### src/rtl/piso_rr_scheduler_pkg.sv
// piso_rr_scheduler_pkg: shared state encoding and helpers for the
// round-robin PISO scheduler (index width, round-robin winner pick).
package piso_rr_scheduler_pkg;

  typedef enum logic [1:0] {
    IDLE   = 2'd0,
    SHIFT  = 2'd1,
    PARITY = 2'd2
  } state_t;

  // Widest requester vector the winner search handles.
  localparam int MAX_REQ = 32;

  function automatic int idx_w(input int n);
    return (n > 1) ? $clog2(n) : 1;
  endfunction

  // First set bit of valid at or after ptr, wrapping at n.
  function automatic void rr_pick(
    input  logic [MAX_REQ-1:0] valid,
    input  int                 n,
    input  int                 ptr,
    output logic               found,
    output int                 idx
  );
    int k;
    found = 1'b0;
    idx   = 0;
    for (int o = 0; o < MAX_REQ; o++) begin
      k = ptr + o;
      if (k >= n) k = k - n;
      if (o < n && !found &&
          |(valid & (MAX_REQ'(1) << k))) begin
        found = 1'b1;
        idx   = k;
      end
    end
  endfunction

endpackage

### src/rtl/piso_rr_scheduler_shift_reg.sv
// piso_shift_reg: parallel-load, LSB-first serializer.
// Ports: clk, resetn (sync, active-low), din/din_en load, dout = bit 0.
module piso_shift_reg #(
  parameter int W = 16
) (
  input  logic         clk,
  input  logic         resetn,
  input  logic [W-1:0] din,
  input  logic         din_en,
  output logic         dout
);

  logic [W-1:0] q;

  always_ff @(posedge clk) begin
    if (!resetn) begin
      q <= '0;
    end else if (din_en) begin
      q <= din;
    end else begin
      q <= {1'b0, q[W-1:1]};
    end
  end

  assign dout = q[0];

endmodule

### src/rtl/piso_rr_scheduler.sv
// piso_rr_scheduler: round-robin arbiter feeding one shared serializer.
// Ports: clk, resetn (sync, active-low); req_valid/req_data/req_ready
// per-requester handshake (req_ready combinational, one-hot);
// dout/dout_valid/sof/eof serial frame, grant_id frame source, busy.
// Option: define PISO_RR_SCHEDULER_PARITY_EN for a trailing parity bit.
module piso_rr_scheduler
  import piso_rr_scheduler_pkg::*;
#(
  parameter  int DATA_WIDTH = 16,
  parameter  int NUM_REQ    = 4,
  localparam int IDX_W      = idx_w(NUM_REQ)
) (
  input  logic                          clk,
  input  logic                          resetn,
  input  logic [NUM_REQ-1:0]            req_valid,
  input  logic [NUM_REQ*DATA_WIDTH-1:0] req_data,
  output logic [NUM_REQ-1:0]            req_ready,
  output logic                          dout,
  output logic                          dout_valid,
  output logic                          sof,
  output logic                          eof,
  output logic [IDX_W-1:0]              grant_id,
  output logic                          busy
);

  localparam int CNT_W = idx_w(DATA_WIDTH);
  localparam logic [CNT_W-1:0] LAST =
    CNT_W'(DATA_WIDTH - 1);
  localparam logic [IDX_W-1:0] TOP =
    IDX_W'(NUM_REQ - 1);

  state_t state_q;
  state_t state_d;

  logic [IDX_W-1:0]      ptr_q;
  logic [IDX_W-1:0]      grant_q;
  logic [IDX_W-1:0]      hs_idx;
  logic [CNT_W-1:0]      cnt_q;
  logic                  win_found;
  int                    win_idx;
  logic                  hs;
  logic                  last_bit;
  logic                  accept_win;
  logic                  sh_dout;
  logic [DATA_WIDTH-1:0] ld_word;

  assign last_bit = (state_q == SHIFT)
                 && (cnt_q == LAST);

  // With parity the last data bit is not the
  // final frame cycle; the parity cycle is.
`ifdef PISO_RR_SCHEDULER_PARITY_EN
  assign accept_win = (state_q == IDLE)
                   || (state_q == PARITY);
`else
  assign accept_win = (state_q == IDLE)
                   || last_bit;
`endif

  always_comb begin
    rr_pick(MAX_REQ'(req_valid), NUM_REQ,
            int'(ptr_q), win_found, win_idx);
  end

  assign hs_idx = IDX_W'(win_idx);

  always_comb begin
    req_ready = '0;
    if (resetn && accept_win && win_found) begin
      req_ready[hs_idx] = 1'b1;
    end
  end

  // req_ready is only raised on a valid winner.
  assign hs = |req_ready;

  always_comb begin
    ld_word = '0;
    for (int i = 0; i < NUM_REQ; i++) begin
      if (req_ready[i]) begin
        ld_word = req_data[i*DATA_WIDTH +: DATA_WIDTH];
      end
    end
  end

  piso_shift_reg #(
    .W (DATA_WIDTH)
  ) u_shift (
    .clk    (clk),
    .resetn (resetn),
    .din    (ld_word),
    .din_en (hs),
    .dout   (sh_dout)
  );

  always_comb begin
    state_d = state_q;
    unique case (state_q)
      IDLE: begin
        if (hs) state_d = SHIFT;
      end
      SHIFT: begin
        if (last_bit) begin
`ifdef PISO_RR_SCHEDULER_PARITY_EN
          state_d = PARITY;
`else
          state_d = hs ? SHIFT : IDLE;
`endif
        end
      end
      PARITY: begin
        state_d = hs ? SHIFT : IDLE;
      end
      default: state_d = IDLE;
    endcase
  end

  always_ff @(posedge clk) begin
    if (!resetn) begin
      state_q <= IDLE;
      ptr_q   <= '0;
      grant_q <= '0;
      cnt_q   <= '0;
    end else begin
      state_q <= state_d;
      if (hs) begin
        grant_q <= hs_idx;
        ptr_q   <= (hs_idx == TOP) ? '0
                 : hs_idx + 1'b1;
        cnt_q   <= '0;
      end else if (state_q == SHIFT && !last_bit) begin
        cnt_q <= cnt_q + 1'b1;
      end
    end
  end

`ifdef PISO_RR_SCHEDULER_PARITY_EN
  logic par_q;

  // Restarts on the first bit of each frame.
  always_ff @(posedge clk) begin
    if (!resetn) begin
      par_q <= 1'b0;
    end else if (state_q == SHIFT) begin
      par_q <= ((cnt_q == '0) ? 1'b0 : par_q)
             ^ sh_dout;
    end
  end
`endif

  always_comb begin
    dout       = 1'b0;
    dout_valid = 1'b0;
    sof        = 1'b0;
    eof        = 1'b0;
    unique case (1'b1)
      (state_q == SHIFT): begin
        dout       = sh_dout;
        dout_valid = 1'b1;
        sof        = (cnt_q == '0);
`ifndef PISO_RR_SCHEDULER_PARITY_EN
        eof        = last_bit;
`endif
      end
`ifdef PISO_RR_SCHEDULER_PARITY_EN
      (state_q == PARITY): begin
        dout       = par_q;
        dout_valid = 1'b1;
        eof        = 1'b1;
      end
`endif
      default: ;
    endcase
  end

  assign busy     = dout_valid;
  assign grant_id = grant_q;

endmodule
### config.mk
export PLATFORM = sky130hd
export DESIGN_NAME = piso_rr_scheduler
export DESIGN_NICKNAME = d
export VERILOG_FILES = /design/src/rtl/piso_rr_scheduler_pkg.sv /design/src/rtl/piso_rr_scheduler_shift_reg.sv /design/src/rtl/piso_rr_scheduler.sv
export SDC_FILE = /design/constraint.sdc
export NUM_CORES = 1
export LEC_CHECK = 0
export BUFFER_PORTS_ARGS = -buffer_cell sky130_fd_sc_hd__buf_2
export CORE_MARGIN = 1.5
export CORE_UTILIZATION = 25
export CTS_BUF_LIST = sky130_fd_sc_hd__clkbuf_16
export CTS_CLUSTER_SIZE = 12
export DETAILED_ROUTE_END_ITERATION = 12
export HOLD_SLACK_MARGIN = 0.06
export RECOVER_POWER = 25
export REMOVE_ABC_BUFFERS = 1
export SLEW_MARGIN = 40
export SYNTH_ARGS = -nofsm -noshare
export SYNTH_HDL_FRONTEND = slang
export SYNTH_HIERARCHICAL = 1
export SYNTH_SLANG_ARGS = --single-unit
### constraint.sdc
create_clock -name clk -period 7.5 [get_ports clk]
set_clock_uncertainty 0.2 [all_clocks]
set_input_delay 0.375 -clock clk [delete_from_list [all_inputs] [get_ports clk]]
set_output_delay 0.375 -clock clk [all_outputs]
set_load 0.02 [all_outputs]
# Yosys cells after proc, flatten, opt, wreduce, memory -nomap -nowiden
# Cells that the tools add are included.
[totals] register_bits=26 output_inout_bits=11
[op_classes] n_eq_ne=6 bitwise=5 shifts=4 magnitude_cmp=6 n_reduce_logical=23 muxes=29 n_addsub=9
[op_table] op="4-bit by 32-bit AND with 32-bit output" count=4
[op_table] op="32-bit 2-to-1 mux" count=4
[op_table] op="32-bit OR reduction" count=4
[op_table] op="1-bit by 32-bit left shift with 32-bit output (first input constant)" count=4
[op_table] op="16-bit 2-to-1 mux" count=4
[op_table] op="15-bit 2-to-1 mux" count=1
[op_table] op="2-bit 2-to-1 mux" count=7
[op_table] op="3-bit by 3-bit subtractor with 4-bit output (second input constant)" count=3
[op_table] op="1-bit 2-to-1 mux" count=10
[op_table] op="3-bit >= comparator (second input constant)" count=3
[op_table] op="1-bit logical AND" count=8
[op_table] op="2-bit by 2-bit adder with 3-bit output (second input constant)" count=2
[op_table] op="2-bit one-hot mux with 3 select lines" count=1
[op_table] op="5-bit OR reduction" count=1
[op_table] op="4-bit by 1-bit adder with 4-bit output (second input constant)" count=1
[op_table] op="2-bit equality test (second input constant)" count=2
[op_table] op="4-bit equality test (second input constant)" count=1
[op_table] op="1-bit zero test" count=4
[op_table] op="4-bit zero test" count=1
[op_table] op="4-bit 2-to-1 mux" count=1
[op_table] op="2-bit inequality test (second input constant)" count=2
[op_table] op="2-bit AND reduction" count=2
[op_table] op="4-bit OR reduction" count=1
[op_table] op="2-bit by 3-bit subtractor with 4-bit output (second input constant)" count=1
[op_table] op="10 further kinds" count=10

# Logic depth before layout (Yosys ltp)
[logic_depth] word_depth=25 ltp_mapped=16

# Modules after synthesis
# The synthesis kept the hierarchy.
[by_module_without_submodules] module="piso_rr_scheduler" area_per_inst_um2=1194.9 n_inst=1 cells_per_inst=164 seq_area_each_um2=180.2
[by_module_without_submodules] module="piso_shift_reg" area_per_inst_um2=606.8 n_inst=1 cells_per_inst=50 seq_area_each_um2=320.3

# Worst setup path before layout
# Ideal clock, no wire load.
[synth_timing] path_kind="flip-flop to flip-flop" startpoint="register ptr_q[0]" endpoint="register u_shift.q[10]" n_path_buf=3 period_less_slack_ns=3.739 slack_ns=3.761 arrival_ns=3.423 setup_time_ns=0.116 stages_incl_launch_ff=17 cell_sequence="dfxtp_1 -> inv_1 -> ha_1 -> a22o_1 -> or2_4 -> a32o_1 -> a211oi_1 -> inv_1 -> ha_1 -> clkbuf_1 -> or4_1 -> nand2_1 -> inv_1 -> buf_6 -> buf_12 -> mux2i_1 -> nor2b_1"
[synth_rtl] item="start: declaration" line_no="piso_rr_scheduler.sv:35" text="logic [IDX_W-1:0] ptr_q;"
[synth_rtl] item="start signal: assignment" line_no="piso_rr_scheduler.sv:128" text="ptr_q <= (hs_idx == TOP) ? '0"
[synth_rtl] item="end signal: assignment" line_no="piso_rr_scheduler_shift_reg.sv:19" text="q <= din;"
[synth_rtl] item="end signal: assignment" line_no="piso_rr_scheduler_shift_reg.sv:21" text="q <= {1'b0, q[W-1:1]};"
[synth_rtl] item="end: declaration" line_no="piso_rr_scheduler_shift_reg.sv:13" text="logic [W-1:0] q;"

# Worst setup path after layout
[layout_timing] startpoint="register ptr_q[1]" endpoint="register u_shift.q[0]"
[layout_rtl] item="branches (longest 19 deep; another with 3-bit by 3-bit subtractor with 4-bit output)"
[layout_rtl] item="4-bit 2-to-1 mux (*)" line_no="piso_rr_scheduler.sv:69" text="if (resetn && accept_win && win_found) begin"
[layout_rtl] item="4-bit OR reduction (*)" line_no="piso_rr_scheduler.sv:75" text="assign hs = |req_ready;"
[layout_rtl] item="via hs" line_no="piso_rr_scheduler.sv:41" text="logic hs;"
[layout_rtl] item="15-bit 2-to-1 mux (*)" line_no="piso_rr_scheduler_shift_reg.sv:18" text="end else if (din_en) begin"
# Mark *: on every way through the listed nets, which the timed path passes.
# A chain may end at the register's enable or synchronous reset.

==> results by stage <==
Setup path:
- The type of the worst setup path is reg2reg.
- The endpoint class of the critical path is a flip-flop.
- The worst setup path is launched from a flip-flop.
- The required time of the critical path is 7440 ps.
- In this run the worst path has a maximum fanout of 20.
- The critical path goes through inv_1 > ha_1 > a22o_1 > or2_4 > a32o_1 > a211oi_1 > ha_1 > or4_1 > nand2_1 > inv_1 > mux2i_1 > nor2b_1.
- STA puts the critical path data arrival time at 4370 ps.
- The largest individual stage delay along the critical path comes from the cell ha_1.
- The delay of the slowest critical-path stage is 770 ps.
- The family with the most delay on the worst path is adder cells.
- Counting both buffers and inverters, the worst setup path holds a total of 2.

Final layout:
- Cells with a size suffix above 1 make up 29.0% of the layout.
- In the layout the commonest cells are 73 x buf_2, 25 x dfxtp_1, 21 x nand2_1, 20 x a22oi_1, 20 x a22o_1.
- The layout overhead on the synthesized area is 27.8%.
- The number of antenna diodes in the final layout is 0.
- The commonest non-fill, non-tap cell in the layout is buf_2.
- The number of filler instances in the final layout is 758.
- The final layout contains 364 nets.

Route:
- The routed via count divided by cell count is 4.71.
- The DRC violations left is 0.
- The number of violations reported at the end of detailed-routing iteration 0 is 74.
- The number of nets still failing antenna checks after routing is 0.
- The total iterations of the first detailed-routing run is 4.
- Across all layers, the routed design uses 1784 vias.
- Dividing the detail-routed wire length by the instance count gives 12.1 um.
- The overall routed net length is 4590 um.

Synthesis:
- Counting flops with an async set or reset pin after synthesis yields a share of 0%.
- Counting flops and latches in the post-synthesis netlist gives 25.
- The average instance area after synthesis is 8.42 um^2.
- Of the synthesized area, sequential elements account for 27.8%.
- During synthesis, Yosys emitted a total of 6 warnings.
- After synthesis, the netlist uses 39 different library cells.
- Counting flops with a built-in enable in the synthesized netlist gives 0.
- The total standard cell area after synthesis is 1800 um^2.
- The number of standard cells after synthesis is 214.
- In the synthesized netlist the dominant register cell turns out to be dfxtp_1.

Die:
- The die outline height is 87.9 um.
- The die area is 7730 um^2.
- The die is 87.9 um wide.
- The effective utilization at floorplan is 26.2%.
- During I/O placement, the number of pins put on the boundary was 81.
- After floorplanning, the core was sized to cover 6870 um^2.
- The total number of placement rows is 30.

Global route:
- The first global-routing pass estimated 7540 um of wire.
- Global routing consumed, over all layers together, 12.2% of the routing resources.
- The initial antenna violation count is 0.
- Summed over all layers, the global routing overflow is 0.
- Entering global routing, the biggest net connects 36 pins.
- The number of global-route vias before repair was 1648.

Power and ir drop:
- VDD sags by at most 0.116 mV.
- Dividing total power by cell area gives a power density of 370 nW/um^2.
- The sequential share of power is 21.4%.
- The fraction of power spent switching nets is 45.6%.
- The clock network power share is 13.6%.
- For this design the static power due to leakage is 0.988 nW.
- The internal power is 463 uW.
- The total power after layout is 852 uW.
- In this run the power spent charging and discharging nets is 389 uW.
- In this run, the combinational gates consume 65.0% of the power.

Status:
- The run finished with clean final reports.

Placement:
- The count of buffers inserted at the top-level ports is 80.
- The final estimated routing congestion in global placement is 0.805.
- Detailed placement finished with a half-perimeter wire length of 3570 um.
- Prior to clock tree synthesis, the placed netlist has a worst setup slack of 3080 ps.

Clock tree:
- In this run, post-CTS hold repair placed 0 buffers.
- CTS built an H-tree with a depth of 1.
- The clock reaches the later pin of the worst-skew pair after 250 ps.
- The CTS tree is done.
- The TritonCTS buffer count is 3.
- The tree is rooted in a clkbuf_16.
- CTS saw 25 sinks.
- The number of setup buffers added after CTS is 0.
- After clock tree synthesis, the repair step resized 0 gates.
- No sink is reached through more buffers than the 2 on the longest clock path.
- The clock-pin slew of the registers on the worst-case setup and hold paths is 60 ps.

STA:
- The final count of pins violating max slew is 0.
- The worst hold margin is 287 ps.
- The total negative slack for setup checks is 0 ps.
- Setup repair after global routing left no endpoint under its margin.
- Based on the critical path, the design can be clocked at up to 226 MHz.
- The final setup slack of the worst path is 3080 ps.
- Setup violations remaining at the end of the flow were counted as 0.
- The post-route clock period utilization is 59.0%.
- After layout, the minimum clock period comes to 4420 ps.
- The normalized max-slew margin is 38.6%.
- At the pin with the least slew margin, the transition time is 920 ps.
- The count of endpoints failing hold in the final timing report is 0.

Job:
- The number of violations of the max-capacitance limit is 0.

Worst hold path:
- The worst hold path class is reg2reg.
-- registers in the layout, indices dropped and copies added (netlist names) --
signal,cells
cnt_q,4
u_shift/q,16
state_q,1
grant_id,2
ptr_q,2
-- cell families (layout without fill, tap and decap cells) --
family                     Yosys count  count (layout)  synth area share, %
muxes                               15              15                 8.33
adders and majority gates           10              10                 6.94
buffers and inverters               23              92                 7.15
and+or+nand+nor                     63              63                 18.8
AOI/OAI and AO/OA                   76              76                 30.0
xor gates and xnor gates             2               2                0.972
DFF                                 25              25                 27.8
-- final timing paths --
check / endpoint / start / slack, ps / cells past startpoint
min: u_shift/q[13] / u_shift/q[14] / 290 / 2
max: u_shift/q[0] / ptr_q[1] / 3080 / 12
max reg2reg: u_shift/q[0] / ptr_q[1] / 3080 / 12
min reg2reg: u_shift/q[13] / u_shift/q[14] / 290 / 2
-- per-layer routing --
layer | vias to the layer above | track usage [%] | routed length [um]
li1 | 928 | - | -
met5 | - | 0 | 0
met1 | 797 | 15.8 | 2100
met2 | 57 | 21.2 | 2210
met3 | 2 | 3.02 | 266
met4 | 0 | 1.30 | 15
-- power groups by stage --
stage,logic [mW],clock network (mW),registers [mW]
CTS,0.564,0.120,0.182
global route,0.631,0.127,0.186
detailed placement,0.564,0,0.185
floorplan,0.415,0,0.188
finish,0.554,0.116,0.182
global placement,0.550,0,0.184
-- cell usage after synthesis (2+ instances only) --
master    instances  area, um^2
a22oi_1          20         150
inv_1             8        30.0
nor2_1            6        22.5
buf_6             3        33.8
mux2i_1          15         150
nor3_1            2        10.0
nor2b_1          16         100
o21ai_0          19        95.1
xnor2_1           2        17.5
a21oi_1           6        30.0
clkbuf_1          9        33.8
nand2_1          21        78.8
and2_1            4        25.0
ha_1             10         125
a211oi_1          3        22.5
a22o_1           20         175
nand3_1           4        20.0
dfxtp_1          25         500
-- cell type report --
| type | instances | area [um^2] | share of cell area [%] |
|---|---|---|---|
| Sequential cell | 25 | 500 | 21.7 |
| Timing Repair Buffer | 80 | 392 | 17.0 |
| Clock buffer | 3 | 75.1 | 3.26 |
| Inverter | 8 | 30.0 | 1.30 |
| Multi-Input combinational cell | 166 | 1180 | 51.1 |
| Tap cell | 96 | 120 | 5.22 |
| Clock inverter | 1 | 7.51 | 0.326 |
-- per-stage QoR --
stage,util [%],cells,area (um^2)
floorplan,-,199,1700
global placement,32.4,375,2220
detailed placement,32.5,375,2230
CTS,33.7,379,2310
global route,33.5,379,2300
finish,33.5,379,2300
-- worst min-delay path, cell delays in order, from the launching register on --
cell and delay, ps:
dfxtp_1 300, mux2i_1 50, nor2b_1 90
Power figures use the tool's default switching activity.
